==> src/rtl/axi_rd_arbiter_pkg.sv <==
// Shared read-side AXI constants and the AR request record used by the read arbiter.
package axi_rd_arbiter_pkg;

  localparam logic [3:0] INST_ID_DEF    = 4'd0;
  localparam logic [3:0] DATA_ID_DEF    = 4'd1;

  localparam logic [3:0] AXI_LEN_SINGLE = 4'd0;
  localparam logic [1:0] AXI_BURST_INCR = 2'b01;
  localparam logic [1:0] AXI_LOCK_NORM  = 2'b00;
  localparam logic [3:0] AXI_CACHE_NONE = 4'b0000;
  localparam logic [2:0] AXI_PROT_NONE  = 3'b000;

  localparam logic [1:0] SRAM_SIZE_BYTE = 2'd0;
  localparam logic [1:0] SRAM_SIZE_HALF = 2'd1;
  localparam logic [1:0] SRAM_SIZE_WORD = 2'd2;

  typedef struct packed {
    logic [3:0]  id;
    logic [31:0] addr;
    logic [2:0]  size;
  } ar_req_t;

  // sram-like size is already log2(bytes), so AXI size is a zero-extension
  function automatic logic [2:0] axi_size(input logic [1:0] sram_size);
    return {1'b0, sram_size};
  endfunction

endpackage

==> src/rtl/axi_rd_arbiter_outstanding.sv <==
// Saturating in-flight read counter for one requester; decrement is ignored when
// empty so stray R beats cannot wrap it.
module rd_outstanding_cnt #(
  parameter  int MAX = 2,
  localparam int W   = $clog2(MAX + 1)
) (
  input  logic         clk,
  input  logic         reset,
  input  logic         inc,
  input  logic         dec,
  output logic [W-1:0] cnt,
  output logic         full,
  output logic         empty
);

  logic inc_ok;
  logic dec_ok;

  assign full   = (cnt == W'(MAX));
  assign empty  = (cnt == '0);
  assign inc_ok = inc && !full;
  assign dec_ok = dec && !empty;

  always_ff @(posedge clk or posedge reset) begin
    if (reset) begin
      cnt <= '0;
    end else if (inc_ok && !dec_ok) begin
      cnt <= cnt + W'(1);
    end else if (dec_ok && !inc_ok) begin
      cnt <= cnt - W'(1);
    end
  end

endmodule

==> src/rtl/axi_rd_arbiter.sv <==
// Shares one AXI AR/R channel pair between instruction-fetch and data-load
// requesters: data-first arbitration with starvation relief, RAW blocking, ID routing.
module axi_rd_arbiter
  import axi_rd_arbiter_pkg::*;
#(
  parameter logic [3:0] INST_ID         = INST_ID_DEF,
  parameter logic [3:0] DATA_ID         = DATA_ID_DEF,
  parameter int         MAX_OUTSTANDING = 2,
  parameter int         STARVE_LIM      = 4
) (
  input  logic        clk,
  input  logic        reset,

  input  logic        inst_req,
  input  logic [1:0]  inst_size,
  input  logic [31:0] inst_addr,
  output logic        inst_addr_ok,
  output logic        inst_data_ok,
  output logic [31:0] inst_rdata,

  input  logic        data_req,
  input  logic [1:0]  data_size,
  input  logic [31:0] data_addr,
  output logic        data_addr_ok,
  output logic        data_data_ok,
  output logic [31:0] data_rdata,

  input  logic        wr_busy,
  input  logic [31:0] wr_addr,

  output logic [3:0]  arid,
  output logic [31:0] araddr,
  output logic [3:0]  arlen,
  output logic [2:0]  arsize,
  output logic [1:0]  arburst,
  output logic [1:0]  arlock,
  output logic [3:0]  arcache,
  output logic [2:0]  arprot,
  output logic        arvalid,
  input  logic        arready,

  input  logic [3:0]  rid,
  input  logic [31:0] rdata,
  input  logic        rvalid,
  output logic        rready
);

  localparam int CW = $clog2(MAX_OUTSTANDING + 1);
  localparam int SW = $clog2(STARVE_LIM + 1);

  logic          slot_free;
  logic          raw_hit;
  logic          inst_elig;
  logic          data_elig;
  logic          starved;
  logic          inst_gnt;
  logic          data_gnt;
  logic          inst_hit;
  logic          data_hit;
  logic [CW-1:0] inst_cnt;
  logic [CW-1:0] data_cnt;
  logic          inst_full;
  logic          data_full;
  logic          inst_empty;
  logic          data_empty;
  logic [SW-1:0] starve_cnt;
  ar_req_t       ar_q;
  ar_req_t       ar_next;

  // Byte lanes never matter for RAW: any overlap in the same word blocks the read.
  logic          addr_lsb_unused;
  logic          cnt_empty_unused;

  assign addr_lsb_unused  = ^wr_addr[1:0];
  assign cnt_empty_unused = inst_empty & data_empty;

  assign slot_free = !arvalid || arready;
  assign raw_hit   = wr_busy && (wr_addr[31:2] == data_addr[31:2]);
  assign inst_elig = inst_req && slot_free && !inst_full;
  assign data_elig = data_req && slot_free && !data_full && !raw_hit;
  assign starved   = (starve_cnt >= SW'(STARVE_LIM));
  assign inst_gnt  = inst_elig && (!data_elig || starved);
  assign data_gnt  = data_elig && !inst_gnt;

  assign inst_addr_ok = inst_gnt && !reset;
  assign data_addr_ok = data_gnt && !reset;

  always_comb begin
    ar_next = '{id: DATA_ID, addr: data_addr, size: axi_size(data_size)};
    if (inst_gnt) begin
      ar_next = '{id: INST_ID, addr: inst_addr, size: axi_size(inst_size)};
    end
  end

  // The slot reloads in the same cycle as the previous handshake, keeping arvalid high.
  always_ff @(posedge clk or posedge reset) begin
    if (reset) begin
      arvalid <= 1'b0;
      ar_q    <= '0;
    end else if (inst_gnt || data_gnt) begin
      arvalid <= 1'b1;
      ar_q    <= ar_next;
    end else if (arready) begin
      arvalid <= 1'b0;
    end
  end

  always_ff @(posedge clk or posedge reset) begin
    if (reset) begin
      starve_cnt <= '0;
    end else if (inst_gnt || !inst_req) begin
      starve_cnt <= '0;
    end else if (inst_elig && data_gnt && !starved) begin
      starve_cnt <= starve_cnt + SW'(1);
    end
  end

  assign arid    = ar_q.id;
  assign araddr  = ar_q.addr;
  assign arsize  = ar_q.size;
  assign arlen   = AXI_LEN_SINGLE;
  assign arburst = AXI_BURST_INCR;
  assign arlock  = AXI_LOCK_NORM;
  assign arcache = AXI_CACHE_NONE;
  assign arprot  = AXI_PROT_NONE;

  assign rready   = 1'b1;
  assign inst_hit = rvalid && (rid == INST_ID);
  assign data_hit = rvalid && (rid == DATA_ID);

  assign inst_data_ok = inst_hit && !reset;
  assign data_data_ok = data_hit && !reset;
  assign inst_rdata   = rdata;
  assign data_rdata   = rdata;

  rd_outstanding_cnt #(.MAX(MAX_OUTSTANDING)) u_inst_cnt (
    .clk   (clk),
    .reset (reset),
    .inc   (inst_gnt),
    .dec   (inst_hit),
    .cnt   (inst_cnt),
    .full  (inst_full),
    .empty (inst_empty)
  );

  rd_outstanding_cnt #(.MAX(MAX_OUTSTANDING)) u_data_cnt (
    .clk   (clk),
    .reset (reset),
    .inc   (data_gnt),
    .dec   (data_hit),
    .cnt   (data_cnt),
    .full  (data_full),
    .empty (data_empty)
  );

endmodule

==> config.mk <==
export PLATFORM = sky130hd
export DESIGN_NAME = axi_rd_arbiter
export DESIGN_NICKNAME = d
export VERILOG_FILES = /design/src/rtl/axi_rd_arbiter_pkg.sv /design/src/rtl/axi_rd_arbiter_outstanding.sv /design/src/rtl/axi_rd_arbiter.sv
export SDC_FILE = /design/constraint.sdc
export NUM_CORES = 1
export LEC_CHECK = 0
export ABC_AREA = 1
export BUFFER_PORTS_ARGS = -buffer_cell sky130_fd_sc_hd__buf_2
export CAP_MARGIN = 20
export CORE_AREA = 2 2 102 104
export DETAILED_ROUTE_END_ITERATION = 10
export DIE_AREA = 0 0 104 106
export GPL_ROUTABILITY_DRIVEN = 0
export HOLD_SLACK_MARGIN = 0.06
export PLACE_DENSITY = 0.81
export SLEW_MARGIN = 20
export SYNTH_ARGS = -nofsm -noshare
export SYNTH_HDL_FRONTEND = slang
export SYNTH_SLANG_ARGS = --single-unit
==> constraint.sdc <==
create_clock -name clk -period 3.3 [get_ports clk]
set_clock_uncertainty 0.2 [all_clocks]
set_input_delay 0.33 -clock clk [delete_from_list [all_inputs] [get_ports clk]]
set_output_delay 0.33 -clock clk [all_outputs]
set_load 0.05 [all_outputs]
# Word level (Yosys, flattened, before mapping)
# Index checks and enable logic that the tools add are counted.
# word_totals
output_inout_bits	124
reg_bits	47
wordCells	76
# op_classes
muxes	9
order_cmp	1
addsub	5
n_reduce_logical	50
eq_ne	4
# op_table
operator	count
$mux 36	1
$eq 30x30->1	1
$logic_and 1x1->1	24
$logic_not 1->1	15
$mux 2	4
$reduce_bool 2->1	4
$mux 3	2
$add 2x1->2 const B	2
$eq 2x2->1 const B	2
$eq 4x1->1 const B	1
$logic_not 2->1	2
$logic_not 4->1	1
$logic_or 1x1->1	4
$sub 2x1->2 const B	2
$add 3x1->3 const B	1
$ge 3x3->1 const B	1
$mux 1	2

# Longest topological paths before layout
# logic_depth
depth_word	15
ltp_mapped	17

# Cells and area by module
# From an unflattened synthesis, not the netlist that was laid out.
# hier_totals
hier_cells	524
area_unflattened_um2	4038.9
# by_module_without_submodules
mod	area_per_inst_um2	cells_per_inst	seq_area_each_um2	instances
axi_rd_arbiter	3743.6	476	975.9	1
rd_outstanding_cnt	147.6	24	50.0	2

# Least setup slack after synthesis
# Ideal clock, no wire load.
# synth_path
path_kind	reg-to-output
start	register arvalid
end	output port data_addr_ok
slack_ns	0.643
arrival_time_ns	2.127
stages_incl_launch_ff	10
cell_sequence	dfrtp_1 > inv_1 > nor2_1 > inv_2 > nand2_1 > a21oi_4 > nand3_4 > nand2_2 > nand2_1 > nor2_1
# synth_via
elab_chain_cells	11
# synth_rtl
item	line_no	rtl
start: declaration	axi_rd_arbiter.sv:39	output logic arvalid,
start signal: assignment	axi_rd_arbiter.sv:98	arvalid <= 1'b0;
start signal: assignment	axi_rd_arbiter.sv:101	arvalid <= 1'b1;
start signal: assignment	axi_rd_arbiter.sv:104	arvalid <= 1'b0;
$logic_not 1->1 *	axi_rd_arbiter.sv:77	assign slot_free = !arvalid || arready;
$logic_or 1x1->1 *	axi_rd_arbiter.sv:77	
$logic_and 1x1->1 (3 in series)	axi_rd_arbiter.sv:80	assign data_elig = data_req && slot_free && !data_full && !raw_hit;
$logic_not 1->1	axi_rd_arbiter.sv:82	assign inst_gnt = inst_elig && (!data_elig || starved);
$logic_or 1x1->1	axi_rd_arbiter.sv:82	
$logic_and 1x1->1	axi_rd_arbiter.sv:82	
$logic_not 1->1	axi_rd_arbiter.sv:83	assign data_gnt = data_elig && !inst_gnt;
$logic_and 1x1->1 *	axi_rd_arbiter.sv:83	
$logic_and 1x1->1 *	axi_rd_arbiter.sv:86	assign data_addr_ok = data_gnt && !reset;
end: declaration	axi_rd_arbiter.sv:24	output logic data_addr_ok,
# Mark *: on every way between the ends. The rest lies on a longest branch, timed or not.

# Worst setup path after layout
# Same ends and word-level chain as after synthesis.

==> out/results.ini <==
[status]
run_status=finished clean

[cells_and_area]
antenna-diode-count=0
regArea_um2=1076
layout_commonest_cell=sky130_fd_sc_hd__buf_2
design.final.nets=731
post_route_cells_drive_above_1_share_pct=41.20
filler_cells_inserted=1032
multi_input_comb_area_um2=1912
most-common-layout-cells=sky130_fd_sc_hd__buf_2, sky130_fd_sc_hd__nand2_1, sky130_fd_sc_hd__inv_1
area_growth_syn_to_layout_pct=9.159

[timing]
timing.final.setup_violations=0
min_period_ns=2.661
fin_crit_sh_pct=80.64
final_critical_path_setup_slack_ns=0.6388
grt_setup_unrepaired=no
relSlewSlack_pct=51.79
hold_violations=0
totalNegativeSetupSlack_ns=0
maxSlewViolCount=0
worst_slew_pin_slew_ns=0.7231
clock.fmax_mhz=375.8

[global_routing]
maximum_number_of_pins_on_one_net_before_global_route_repair=72
grt_pass1_wl_mm=16.14
grt_use_met1_pct=21.74
initial_antenna_violation_count=0
first_global_vias=3342
overflow_left_after_global_routing=0
grtUsageTotal_pct=17.99
grt_use_met2_pct=31.81
gr-max-usage-layer=met2
grt.met3_usage_pct=2.820

[placement]
buffer_ports.inserted=148
detailed_place_hpwl_mm=7.325
place_worst_setup_slack_ns=0.6706

[die]
die_area_um2=11020
die-height_um=106
floorplan.io_pins=267
core.rowCount=37
die_width_um=104
coreArea_um2=10000
initial_utilization_pct=39.89

[power_and_ir_drop]
pwr-share-seq_pct=27.1
power.density_cell_area_nw_per_um2=773.6
combPwrFrac_pct=62.7
cellLeakagePower_nw=2.456
intPower_mw=1.482
worst_ir_drop_vdd_mv=0.3837
clock_power_share_pct=10.2
sw_frac_of_total_pct=56.01
power.switching_mw=1.887

[synth]
ys_ff_latch=43
seq_area_frac_synth_pct=26.98
avg_synthesized_cell_area_um2=7.821
netlist_area_um2=3989
post_synth_inst_count=510
yosys_warnings=0
unique_masters_post_synth=30

[route]
via_count=3485
wl_per_cell_um=13.94
route.antenna.remaining_nets=0
drt-total-wl_mm=10.05
vias_per_cell=4.834
detail_route.iter0.violations=199
number_of_design_rule_violations_left_after_detail_routing=0
firstDrtPassIters=4

[cts]
cts_tree=yes
cts.reportedPaths.clkPinSlew_ns=0.09
clockRootBuffer=sky130_fd_sc_hd__clkbuf_8
tritoncts_num_sinks=43
tritoncts.num_buffers=5
cts.htree.levels=2
cts-root-to-sink-buffers=2
clock_latency_reported_for_the_late_side_of_the_worst_skew_pair_ns=0.30

[worst_hold_path]
worstHoldPathType=in2reg

[setup_path]
worst-path-max-fanout=17
worst_ep_required_time_ns=2.77
setup.worst_path.end_class=output port
cp-start-kind=flip-flop
critPathArrivalTime_ns=2.13
path_class=reg2out

[flow_run]
number_of_violations_of_the_max_capacitance_limit=0

through the flow:
step,power (mW),util (%),instance area [µm²],hold WS (ns),std cells
after floorplan,2.827,-,4056,0.2627,528
after CTS,3.395,43.14,4314,0.06478,718
final,3.368,43.54,4354,0.07310,721
after detailed placement,3.047,42.25,4225,0.2792,710
after global routing,3.590,43.54,4354,0.07092,721
after global placement,3.009,42.25,4225,0.2701,710
state kept, by name, summed over array words and instances, names as in the netlist:
name / count
araddr: 32
arsize: 2
arvalid: 1
u_data_cnt.cnt: 2
arid: 1
starve_cnt: 3
u_inst_cnt.cnt: 2
layout make-up:
type	instances	area share (%)
clock inverters	3	0.4598
flip-flops and latches	43	24.71
multi-input cells	303	43.91
well taps	136	3.908
inverters	73	6.293
clock buffers	5	1.580
repair buffers	158	19.14
cell families after synthesis:
group	count (synthesis)	synth area share [%]
compound gates	46	9.411
xor+xnor	12	2.635
fa+ha+maj	4	1.255
buf+inv	182	26.85
flops	43	26.98
other cells	2	0.1883
simple gates	221	32.69
power groups by stage:
stage / Clock, mW / Combinational (mW) / Sequential (mW)
final: 0.344 / 2.11 / 0.914
after global routing: 0.383 / 2.26 / 0.944
after CTS: 0.357 / 2.12 / 0.916
after detailed placement: 0 / 2.12 / 0.928
after global placement: 0 / 2.10 / 0.911
after floorplan: 0 / 1.16 / 1.67
path summary, 6_finish.rpt:
check / from / end / slack, ns / depth (start not counted)
worst min-delay path: inst_addr[27] / araddr[27]$_DFFE_PP0P_ / 0.07 / 3
max in group asynchronous: reset / araddr[8]$_DFFE_PP0P_ / 1.96 / 4
worst min register to register: arid[0]$_DFFE_PP0P_ / arid[0]$_DFFE_PP0P_ / 0.30 / 2
worst max register to register: arvalid$_DFFE_PP0P_ / u_data_cnt.cnt[1]$_DFFE_PP0P_ / 0.84 / 13
min in group asynchronous: reset / arvalid$_DFFE_PP0P_ / 0.44 / 3
worst max-delay path: arvalid$_DFFE_PP0P_ / data_addr_ok / 0.64 / 10
synth_stat cells:
cell                        count  share of area (%)
sky130_fd_sc_hd__buf_4         89                 17
sky130_fd_sc_hd__nand2_1       89                8.4
sky130_fd_sc_hd__inv_1         64                6.0
sky130_fd_sc_hd__nand3_2       60                 15
sky130_fd_sc_hd__nand3_1       45                5.6
sky130_fd_sc_hd__dfrtp_1       43                 27
sky130_fd_sc_hd__o2111ai_1     34                7.5
sky130_fd_sc_hd__nor2_1        18                1.7
sky130_fd_sc_hd__clkbuf_1      13                1.2
sky130_fd_sc_hd__xnor2_1       10                2.2
sky130_fd_sc_hd__inv_2          8               0.75
sky130_fd_sc_hd__buf_2          4               0.50
sky130_fd_sc_hd__ha_1           4                1.3
sky130_fd_sc_hd__o21ai_0        4               0.50
sky130_fd_sc_hd__a21oi_1        3               0.38
sky130_fd_sc_hd__buf_12         3                1.5
sky130_fd_sc_hd__conb_1         2               0.19
sky130_fd_sc_hd__nand2_4        2               0.56
sky130_fd_sc_hd__nand4_1        2               0.31
sky130_fd_sc_hd__nor2_2         2               0.31
sky130_fd_sc_hd__xor2_1         2               0.44
sky130_fd_sc_hd__a21boi_1       1               0.19
sky130_fd_sc_hd__a21oi_4        1               0.41
sky130_fd_sc_hd__clkinv_1       1              0.094
sky130_fd_sc_hd__nand2_2        1               0.16
sky130_fd_sc_hd__nand3_4        1               0.44
sky130_fd_sc_hd__nor3_1         1               0.13
sky130_fd_sc_hd__o21ai_1        1               0.13
sky130_fd_sc_hd__o21bai_1       1               0.19
sky130_fd_sc_hd__o22ai_1        1               0.16
repair_timing:
item	4_1_cts	5_1_grt
gates resized for setup	0	0
hold buffers	0	2
endpoints found under the setup margin	0	0
endpoints found under the hold margin	0	20
buffers inserted	0	0
metal layers:
layer	share of wire (%)	vias to the layer above
li1	-	1711
met1	42	1611
met2	49	129
met3	6.6	34
met4	2.6	0
met5	0	-
worst max-delay path, cell delays in order, from the launching register on:
cell	delay, ns
sky130_fd_sc_hd__dfrtp_1	0.38
sky130_fd_sc_hd__inv_1	0.05
sky130_fd_sc_hd__nor2_1	0.04
sky130_fd_sc_hd__inv_2	0.06
sky130_fd_sc_hd__nand2_1	0.09
sky130_fd_sc_hd__a21oi_4	0.49
sky130_fd_sc_hd__nand3_4	0.12
sky130_fd_sc_hd__nand2_2	0.12
sky130_fd_sc_hd__nand2_1	0.10
sky130_fd_sc_hd__nor2_1	0.10
sky130_fd_sc_hd__buf_2	0.27
(Power assumes the default switching activity.)
